==> src/rtl/dm_run_ctl_if.sv <==
// Debug handshake between the run-control sequencer and the hart's debug interface.
// The master side requests halt/resume; the slave (core) reports halted and reset status.
interface dm_run_ctl_if;
    logic halt_req;
    logic resume_req;
    logic hart_halted;
    logic hart_reset;

    modport master (output halt_req, resume_req, input hart_halted, hart_reset);
    modport slave  (input halt_req, resume_req, output hart_halted, hart_reset);
endinterface

==> src/rtl/dm_run_ctl.sv <==
// Debug Module run-control sequencer for a single hart: turns DMCONTROL halt/resume
// requests into a halt_req/resume_req handshake and publishes registered DMSTATUS bits.
module dm_run_ctl #(
    parameter int unsigned TIMEOUT_CYCLES = 1024
) (
    input  logic                clk,
    input  logic                rst_n,
    input  logic                dm_active,
    input  logic                dm_haltreq,
    input  logic                dm_resumereq,
    input  logic                dm_ackhavereset,
    input  logic                timeout_clr,
    dm_run_ctl_if.master        dbg,
    output logic                st_halted,
    output logic                st_running,
    output logic                st_resumeack,
    output logic                st_havereset,
    output logic                busy,
    output logic                timeout_err
);

    localparam int CW = $clog2(TIMEOUT_CYCLES + 1);
    localparam logic [CW-1:0] CNT_MAX = CW'(TIMEOUT_CYCLES);

    typedef enum logic [1:0] {
        RUNNING  = 2'd0,
        HALTING  = 2'd1,
        HALTED   = 2'd2,
        RESUMING = 2'd3
    } state_t;

    state_t        state, state_next;
    logic [CW-1:0] cnt, cnt_next;
    logic          to_hit;
    logic          resumeack_next;

    // hart_reset overrides every transition; the counter only advances while a handshake stays pending.
    always_comb begin
        state_next     = state;
        cnt_next       = cnt;
        to_hit         = 1'b0;
        resumeack_next = st_resumeack;
        if (dbg.hart_reset) begin
            state_next     = RUNNING;
            cnt_next       = '0;
            resumeack_next = 1'b0;
        end else begin
            case (state)
                RUNNING: begin
                    if (dbg.hart_halted) begin
                        state_next = HALTED;
                    end else if (dm_haltreq) begin
                        state_next = HALTING;
                        cnt_next   = '0;
                    end
                end
                HALTING: begin
                    if (dbg.hart_halted) begin
                        state_next = HALTED;
                    end else if (cnt != CNT_MAX) begin
                        cnt_next = cnt + 1'b1;
                        to_hit   = (cnt_next == CNT_MAX);
                    end
                end
                HALTED: begin
                    if (dm_resumereq && !dm_haltreq) begin
                        state_next     = RESUMING;
                        cnt_next       = '0;
                        resumeack_next = 1'b0;
                    end else if (!dbg.hart_halted) begin
                        state_next = RUNNING;
                    end
                end
                RESUMING: begin
                    if (!dbg.hart_halted) begin
                        state_next     = RUNNING;
                        resumeack_next = 1'b1;
                    end else if (cnt != CNT_MAX) begin
                        cnt_next = cnt + 1'b1;
                        to_hit   = (cnt_next == CNT_MAX);
                    end
                end
                default: state_next = RUNNING;
            endcase
        end
    end

    // Status outputs are registered from the next state so they never glitch toward the core.
    always_ff @(posedge clk or negedge rst_n) begin
        if (!rst_n) begin
            state          <= RUNNING;
            cnt            <= '0;
            dbg.halt_req   <= 1'b0;
            dbg.resume_req <= 1'b0;
            st_running     <= 1'b1;
            st_halted      <= 1'b0;
            st_resumeack   <= 1'b0;
            st_havereset   <= 1'b1;
            busy           <= 1'b0;
            timeout_err    <= 1'b0;
        end else if (!dm_active) begin
            state          <= RUNNING;
            cnt            <= '0;
            dbg.halt_req   <= 1'b0;
            dbg.resume_req <= 1'b0;
            st_running     <= 1'b1;
            st_halted      <= 1'b0;
            st_resumeack   <= 1'b0;
            st_havereset   <= 1'b1;
            busy           <= 1'b0;
            timeout_err    <= 1'b0;
        end else begin
            state          <= state_next;
            cnt            <= cnt_next;
            dbg.halt_req   <= (state_next == HALTING);
            dbg.resume_req <= (state_next == RESUMING);
            st_running     <= (state_next == RUNNING);
            st_halted      <= (state_next == HALTED);
            busy           <= (state_next == HALTING) || (state_next == RESUMING);
            st_resumeack   <= resumeack_next;
            st_havereset   <= dbg.hart_reset | (st_havereset & ~dm_ackhavereset);
            timeout_err    <= to_hit | (timeout_err & ~timeout_clr);
        end
    end

endmodule

==> src/flat_wrapper.sv <==
// flat-port wrapper written by rule: the top's interface ports become plain ports
module dm_run_ctl_flat 
#(
    parameter int unsigned TIMEOUT_CYCLES = 1024
)
  (clk, rst_n, dm_active, dm_haltreq, dm_resumereq, dm_ackhavereset, timeout_clr, st_halted, st_running, st_resumeack, st_havereset, busy, timeout_err, dbg_halt_req, dbg_resume_req, dbg_hart_halted, dbg_hart_reset);
  dm_run_ctl_if dbg_i ();
  input  logic clk;
  input  logic rst_n;
  input  logic dm_active;
  input  logic dm_haltreq;
  input  logic dm_resumereq;
  input  logic dm_ackhavereset;
  input  logic timeout_clr;
  output logic st_halted;
  output logic st_running;
  output logic st_resumeack;
  output logic st_havereset;
  output logic busy;
  output logic timeout_err;
  output wire logic [$bits(dbg_i.halt_req)-1:0] dbg_halt_req;
  output wire logic [$bits(dbg_i.resume_req)-1:0] dbg_resume_req;
  input wire logic [$bits(dbg_i.hart_halted)-1:0] dbg_hart_halted;
  input wire logic [$bits(dbg_i.hart_reset)-1:0] dbg_hart_reset;
  assign dbg_halt_req = dbg_i.halt_req;
  assign dbg_resume_req = dbg_i.resume_req;
  assign dbg_i.hart_halted = dbg_hart_halted;
  assign dbg_i.hart_reset = dbg_hart_reset;
  dm_run_ctl #(.TIMEOUT_CYCLES(TIMEOUT_CYCLES)) u_core (.clk(clk), .rst_n(rst_n), .dm_active(dm_active), .dm_haltreq(dm_haltreq), .dm_resumereq(dm_resumereq), .dm_ackhavereset(dm_ackhavereset), .timeout_clr(timeout_clr), .dbg(dbg_i), .st_halted(st_halted), .st_running(st_running), .st_resumeack(st_resumeack), .st_havereset(st_havereset), .busy(busy), .timeout_err(timeout_err));
endmodule
==> config.mk <==
export PLATFORM = sky130hd
export DESIGN_NAME = dm_run_ctl_flat
export DESIGN_NICKNAME = d
export VERILOG_FILES = /design/src/rtl/dm_run_ctl_if.sv /design/src/rtl/dm_run_ctl.sv /design/src/flat_wrapper.sv
export SDC_FILE = /design/constraint.sdc
export NUM_CORES = 1
export LEC_CHECK = 0
export CAP_MARGIN = 20
export CELL_PAD_IN_SITES_DETAIL_PLACEMENT = 1
export CELL_PAD_IN_SITES_GLOBAL_PLACEMENT = 2
export CORE_ASPECT_RATIO = 1.1
export CORE_UTILIZATION = 36
export DETAILED_ROUTE_END_ITERATION = 10
export PLACE_DENSITY = 0.8
export SLEW_MARGIN = 20
export SYNTH_ARGS = -nofsm -noshare
export SYNTH_HDL_FRONTEND = slang
export SYNTH_SLANG_ARGS = --single-unit
==> constraint.sdc <==
create_clock -name clk -period 3.2 [get_ports clk]
set_clock_uncertainty 0.05 [all_clocks]
set_input_delay 0.48 -clock clk [delete_from_list [all_inputs] [get_ports clk]]
set_output_delay 0.48 -clock clk [all_outputs]
set_load 0.02 [all_outputs]
* After elaboration in Yosys (flattened, before gate mapping)
Index checks and enable logic that the tools add are counted.
** Word-level totals
- Output and inout port bits :: 8
- Input port bits :: 9
- Bits in registers :: 21
- Logic and storage cells :: 73
** Cells by class
- Add/sub/neg operators :: 1
- Equal/unequal tests :: 15
- Muxes and demuxes :: 34
- Bitwise logic cells :: 6
- Reductions and logical operators :: 7
** Operator list (count)
- two-way mux 11 bit :: 8
- case mux 11 bit (4 select lines) :: 1
- != test 4 bit, second input constant :: 5
- two-way mux 1 bit :: 15
- two-way mux 2 bit :: 7
- adder 11 x 1 -> 11 bit, second input constant :: 1
- == test 11 bit, second input constant :: 1
- != test 11 bit, second input constant :: 1
- == test 2 bit, second input constant :: 4
- case mux 2 bit (4 select lines) :: 1
- AND reduction 5 bit :: 1
- == test 2 x 1 -> 1 bit, second input constant :: 2
- zero test 2 bit :: 2
- != test 4 x 1 -> 1 bit, second input constant :: 1
- != test 4 x 3 -> 1 bit, second input constant :: 1
- case mux 1 bit (2 select lines) :: 2
- AND reduction 3 bit :: 1
- AND 1 bit :: 2
- inverter 1 bit :: 2
- bitwise OR 1 bit :: 2
- logical AND 1 bit :: 1
- zero test 1 bit :: 1
- logical OR 1 bit :: 1

* Logic depth before layout (Yosys ltp)
Gate-level depths: netlist (run 1).
- Depth after elaboration :: 8
- Gate-level depth with buffers :: 7
- Depth with buffers taken out :: 6

* Least setup slack after synthesis (run 1)
Ideal clock, no wire load.
- Kind :: register to register
- Start :: register u_core.state[0]
- End :: register u_core.cnt[4]
- Cell stages (with the launch flop) :: 8
- Data arrival time :: 1.574 ns
- Setup slack :: 1.435 ns
- Buffers on the path :: 3
- Period minus slack after synthesis :: 1.765 ns
- Cell sequence :: dfrtp_1 -> buf_2 -> and3b_1 -> clkbuf_2 -> and4_1 -> buf_6 -> a221oi_1 -> o22ai_1
** Between the ends
- Word-level cells in the longest chain between the ends :: 4
** Ends and longest elaborated chain
- from (decl) :: RTL line dm_run_ctl.sv:32 : state_t state, state_next;
- from (signal assigned) :: RTL line dm_run_ctl.sv:113 : state <= state_next;
- == test 2 bit (tied with other cells) :: RTL line dm_run_ctl.sv:48 : case (state)
- case mux 11 bit (4 select lines) :: RTL line dm_run_ctl.sv:48
- two-way mux 11 bit :: RTL line dm_run_ctl.sv:43 : if (dbg.hart_reset) begin
- two-way mux 11 bit :: RTL line dm_run_ctl.sv:101 : end else if (!dm_active) begin
- to (signal assigned) :: RTL line dm_run_ctl.sv:114 : cnt <= cnt_next;
- to (decl) :: RTL line dm_run_ctl.sv:33 : logic [CW-1:0] cnt, cnt_next;
Several ways; a longest one is shown, not always the timed one.
A chain may end at the register's enable or synchronous reset.

==> flow_summary.yaml, run 1 <==
global_route:
  grt-ovfl-total: 0
  grt.total_usage_pct: 21.2
  grt_pass1_wl_mm: 6.22
  grt_max_degree: 21
  antenna_found_initial: 0
  grt_pass1_vias: 1263
sta:
  setup_viol: 0
  tns_ns: 0
  slew_violations: 0
  max_freq_mhz: 476
  worstMarginPinSlew_ns: 0.955
  maxSlewHeadroom_pct: 36.1
  hold_violations: 0
  fin_crit_sh_pct: 65.6
  finalCriticalPeriod_ns: 2.10
  rsz0062_at_grt: "false"
floorplanning:
  core-area_um2: 3440
  dieArea_um2: 3950
  die_h_um: 65.8
  io_pins: 17
  start_util_pct: 38.8
  die_w_um: 60.0
  rows: 22
yosys:
  postSynthCellCount: 150
  synth_top_family_by_area: "simple AND/OR/NAND/NOR gates"
  synth_cell_types: 42
  synth_compound_area_share_pct: 18.6
  muxShareOfSynthArea_pct: 2.25
  synth_flop_cell: "dfrtp_1"
  synth-seq-cells: 20
  seq_area_frac_synth_pct: 37.7
  synth_top_area_share_pct: 33.8
  synth_fa_ha_area_share_pct: 2.81
  avgSynthCellArea_um2: 8.89
  synth-edff-count: 0
  syn-num-nets: 162
  yosys.area_share.simple_pct: 28.9
  netlist_top_cells_area: "dfrtp_1 (34%), dfstp_2 (3.9%), inv_1 (3.9%), o22ai_1 (3.8%), nand3b_1 (3.4%)"
  synth-xor-area-share_pct: 1.31
  yosys.area.top_type: "dfrtp_1"
  async_reset_ff_share_pct: 100
  ys.warnings.count: 0
  synth_area_um2: 1330
drt:
  wl_met1_mm: 1.62
  avgViaCountPerCell: 5.70
  wl_per_cell_um: 17.5
  vias: 1179
  wl_mm: 3.62
  route.detailed.drc: 0
  dr_wl_met2_mm: 1.88
  met3WireLength_um: 80
  dr.pass1.iters: 4
  drtIter0Drc: 25
  final_antenna_net_count: 0
  routed.top_layer: "met4"
layout:
  area_delta_synth_final_pct: 16.5
  final_cell_mix: "dfrtp_1 (18), clkdlybuf4s50_1 (16), inv_1 (14)"
  nets: 172
  final_common_cell: "dfrtp_1"
  layout-drive-gt1-share_pct: 8.81
  num_antenna_cells: 0
  design_area_um2: 1550
critical_path:
  crit_family: "buffers and inverters"
  cp.required_ns: 2.67
  crit_type: "flop to primary output"
  critPathMaxFanout: 11
  crit_chain: "clkdlybuf4s50_1"
  end_kind: "primary output"
  slowest_delay_ns: 0.68
  worstPathArrival_ns: 1.57
  startpoint_type: "flop"
  slowest_stage: "clkdlybuf4s50_1"
  cp.buffers_inverters: 1
power:
  peakVddDrop_v: 0.000187
  p_leak_nw: 0.581
  power_density_nw_per_um2: 342
  p_total_uw: 532
hold_path:
  worstHoldPathType: "flop to flop"
placement:
  place_area_um2: 1500
  routabilityCongestion: 0.847
  place_hpwl_mm: 2.72
  io_buffers: 16
clock_tree:
  numCtsBuffers: 3
  cts.htree.levels: 1
  cts_tree: "built"
  hold_buffers: 0
  ctsResizeCount: 0
  clock_sinks: 20
  cts_root_buf: "clkbuf_4"
  clockBufferDepth: 2
  clk_latency_ns: 0.31
  post_cts_buffers: 0
  clkSlewWorstSetupHoldPaths_ns: 0.13
outcome:
  status: "finished clean"
flow_run:
  maxCapViolations: 0
==> worst paths after layout <==
| check | depth (start not counted) | to | slack [ns] | startpoint |
|---|---|---|---|---|
| hold reg to reg | 2 | u_core.st_havereset | 0.49 | u_core.st_havereset |
| setup / recovery | 1 | busy | 1.10 | u_core.state[0] |
| min in group asynchronous | 1 | u_core.cnt[4] | 0.63 | rst_n |
| setup reg to reg | 5 | u_core.cnt[10] | 1.19 | u_core.cnt[1] |
| max in group asynchronous | 1 | u_core.state[1] | 1.89 | rst_n |
| hold / removal | 2 | u_core.st_havereset | 0.49 | u_core.st_havereset |
==> layout make-up <==
class                   instances  area, µm²
clock inverters                 1       30.0
multi-input cells             104        718
repair buffers                 17        168
flip-flops and latches         20        503
inverters                      14       52.6
clock buffers                   3       22.5
well taps                      48       60.1
fillers                       420       1890
==> Yosys cell counts (all sizes together), types with 2 or more instances <==
library cell,instances
mux2i,3
clkbuf,6
nand3,8
nand3b,6
and4bb,2
o2111ai,3
inv,14
ha,3
o21ai,2
nand2b,4
dfstp,2
nand4,3
buf,6
o22ai,8
nor2,8
a221oi,6
or3,3
a31oi,2
nor4,6
a211oi,4
nand2,7
and3,2
dfrtp,18
xor2,2
nor3,7
a21oi,5
and4,2
==> sequential cells by signal, summed over array words and instances (netlist names) <==
name	count
u_core.cnt	11
u_core.state	2
u_core.dbg.halt_req	1
u_core.dbg.resume_req	1
u_core.st_halted	1
u_core.st_havereset	1
u_core.st_resumeack	1
u_core.st_running	1
u_core.timeout_err	1
==> routing by layer <==
metal | track usage [%] | vias up
met1 | 26.0 | 584
met2 | 37.9 | 15
met4 | 6.69 | 0
met3 | 2.15 | 4
li1 | - | 576
met5 | 0 | -
==> metrics by stage <==
stage	setup slack [ns]	hold slack [ns]	util [%]	std cells
2_1_floorplan	1.43	0.134	-	150
3_3_place_gp	0.919	0.425	43.6	203
3_5_place_dp	0.880	0.466	43.6	203
4_1_cts	1.10	0.497	45.2	207
5_1_grt	1.02	0.543	45.2	207
6_report	1.10	0.487	45.2	207
==> logic make-up after synthesis <==
kind of cell,after synthesis
multiplexers,3
buffers and inverters,26
flip-flops,20
AND/OR/NAND/NOR,63
XOR/XNOR,2
AO/OA/AOI/OAI,33
adder cells (fa/ha/maj),3
==> where the power goes <==
group	switching, mW	total [mW]	internal, mW	leakage, nW
logic	0.0288	0.0532	0.0243	0.282
clock network	0.0912	0.218	0.127	0.0279
registers	0.00332	0.260	0.257	0.271
Note: power is estimated with default switching activity, not from simulation.
==> inputs of run 2 (changes only) <==
--- a/config.mk
+++ b/config.mk
@@ -9,9 +9,9 @@
 export CELL_PAD_IN_SITES_DETAIL_PLACEMENT = 1
 export CELL_PAD_IN_SITES_GLOBAL_PLACEMENT = 2
 export CORE_ASPECT_RATIO = 1.1
-export CORE_UTILIZATION = 36
+export CORE_UTILIZATION = 33
 export DETAILED_ROUTE_END_ITERATION = 10
-export PLACE_DENSITY = 0.8
+export PLACE_DENSITY = 0.74
 export SLEW_MARGIN = 20
 export SYNTH_ARGS = -nofsm -noshare
 export SYNTH_HDL_FRONTEND = slang
==> constraint.sdc (replaced) <==
create_clock -name clk -period 2 [get_ports clk]
set_clock_uncertainty 0.05 [all_clocks]
set_input_delay 0.3 -clock clk [delete_from_list [all_inputs] [get_ports clk]]
set_output_delay 0.3 -clock clk [all_outputs]
set_load 0.02 [all_outputs]
==> run 2 against run 1 <==
  * Core utilization rose by 0.59 points
  * Sequential share of layout area fell by 2.9 points
  * Via count is 7.0% higher
  * Total power grew 76%
  * Final cell count increased by 9.7%
  * Register-to-register slack got worse by 1.0 ns
  * Clock-buffer cell count is the same
  * First-iteration DRC count increased to 2.5 times the previous value
  * Critical endpoint unchanged
==> flow_summary.yaml, run 2 (synthesized netlist as in run 1, its figures left out) <==
outcome:
  status: "finished clean"
floorplanning:
  io_pins: 17
  die_h_um: 68.7
  dieArea_um2: 4300
  start_util_pct: 35.7
  die_w_um: 62.6
  core-area_um2: 3740
  rows: 23
power:
  p_leak_nw: 0.675
  peakVddDrop_v: 0.000332
  p_clk_share_pct: 45.1
  internal-power_uw: 728
  p_comb_share_pct: 10.4
  p_sw_uw: 208
  power_density_nw_per_um2: 547
  power_frac_seq_pct: 44.5
  p_total_uw: 936
  swShare_pct: 22.2
layout:
  final_cell_mix: "buf_4 (19), dfrtp_1 (17), clkdlybuf4s50_1 (16)"
  final_common_cell: "buf_4"
  nets: 190
  num_antenna_cells: 0
  layout-drive-gt1-share_pct: 18.6
  fillerInstances: 458
  design_area_um2: 1710
  top_regs: "u_core.cnt: 11 flops, u_core.state: 2 flops"
  top_register: "u_core.cnt"
  area_delta_synth_final_pct: 28.3
  fin_util_pct: 45.8
  fin_cells: 227
  largest_reg_flops: 11
global_route:
  antenna_found_initial: 0
  grt-ovfl-total: 0
  grt.total_usage_pct: 20.1
  use_met1_pct: 22.5
  grt_use_met2_pct: 37.4
  use_met3_pct: 3.29
  grt-busiest-layer: "met2"
  grt_max_degree: 21
  grt_pass1_wl_mm: 6.58
  grt_pass1_vias: 1368
sta:
  rsz0062_at_grt: "false"
  worstMarginPinSlew_ns: 0.432
  setup_viol: 0
  max_freq_mhz: 535
  tns_ns: 0
  slew_violations: 0
  fin_crit_sh_pct: 93.5
  hold_violations: 0
  maxSlewHeadroom_pct: 70.9
  finalCriticalPeriod_ns: 1.87
clock_tree:
  clock_sinks: 20
  cts_tree: "built"
  hold_buffers: 0
  numCtsBuffers: 3
  cts_root_buf: "clkbuf_8"
  cts.htree.levels: 1
  clockBufferDepth: 2
  post_cts_buffers: 0
  clk_latency_ns: 0.27
  clkSlewWorstSetupHoldPaths_ns: 0.09
critical_path:
  path_depth: 1
  reg2reg_depth: 6
  slowest_delay_ns: 0.68
  crit_end: "busy"
  critPathLaunch: "u_core.state[0]"
  crit_chain: "clkdlybuf4s50_1"
  cp.buffers_inverters: 1
  r2r_start: "u_core.cnt[0]"
  r2r_setup_slack_ns: 0.14
  critPathMaxFanout: 11
  crit_family: "buffers and inverters"
  slowest_stage: "clkdlybuf4s50_1"
  end_kind: "primary output"
  startpoint_type: "flop"
  cp.required_ns: 1.65
  worstPathArrival_ns: 1.52
  rr_endpoint: "u_core.timeout_err"
  crit_type: "flop to primary output"
drt:
  vias: 1262
  avgViaCountPerCell: 5.56
  wl_mm: 3.93
  drtIter0Drc: 63
  final_antenna_net_count: 0
  route.detailed.drc: 0
  wl_per_cell_um: 17.3
  dr.pass1.iters: 4
placement:
  place_hpwl_mm: 2.93
  place_area_um2: 1640
  dp_cells: 223
  io_buffers: 16
  routabilityCongestion: 0.821
hold_path:
  worstHoldPathType: "input pin to async pin"
flow_run:
  maxCapViolations: 0
==> run 2: changes by cell type in the layout (fill, tap and decap cells not counted), sizes merged <==
cell | before | now
buf | 1 | 19
==> run 2: power by group through the flow <==
stage | Combinational, mW | Sequential (mW) | Clock [mW]
2_1_floorplan | 0.0392 | 0.427 | 0
6_report | 0.0974 | 0.417 | 0.422
5_1_grt | 0.106 | 0.418 | 0.448
4_1_cts | 0.0993 | 0.417 | 0.431
3_5_place_dp | 0.0991 | 0.425 | 0
3_3_place_gp | 0.0966 | 0.424 | 0
==> run 2: repair_timing <==
action                     4_1_cts  5_1_grt
hold endpoints to repair         0        0
gates resized for setup          0        1
setup endpoints to repair        0        3
==> run 2: area by class of cell <==
cell class	instances	area (µm²)	area share, %
multi-input combinational	104	718	42.0
sequential	20	504	29.5
timing repair buffer	35	303	17.7
tap	50	62.6	3.65
inverter	14	52.6	3.07
clock buffer	3	41.3	2.41
clock inverter	1	30.0	1.75
==> run 2: metrics by stage <==
| stage | hold slack (ns) | setup WS, ns |
|---|---|---|
| 2_1_floorplan | -0.0456 | 0.235 |
| 6_report | 0.315 | 0.129 |
| 3_3_place_gp | 0.424 | 0.0478 |
| 4_1_cts | 0.327 | 0.0980 |
| 3_5_place_dp | 0.447 | 0.0414 |
| 5_1_grt | 0.347 | 0.0263 |
==> run 2: how the worst min path moves through the flow <==
stage                              startpoint  cells past startpoint  slack, ns                   to
final                                   rst_n                      2       0.32        u_core.cnt[6]
after global routing                    rst_n                      2       0.35        u_core.cnt[6]
after CTS                               rst_n                      2       0.33        u_core.cnt[6]
after detailed placement  u_core.st_havereset                      2       0.45  u_core.st_havereset
after global placement    u_core.st_havereset                      2       0.42  u_core.st_havereset
after floorplan                         rst_n                      0      -0.05        u_core.cnt[0]
==> run 2: layer usage <==
metal / part of all wire, % / wire (µm) / vias to the layer above
met5: 0 / 0 / -
met4: 2.2 / 88 / 0
met2: 51 / 1990 / 17
met3: 2.3 / 91 / 7
met1: 45 / 1760 / 623
li1: - / - / 615
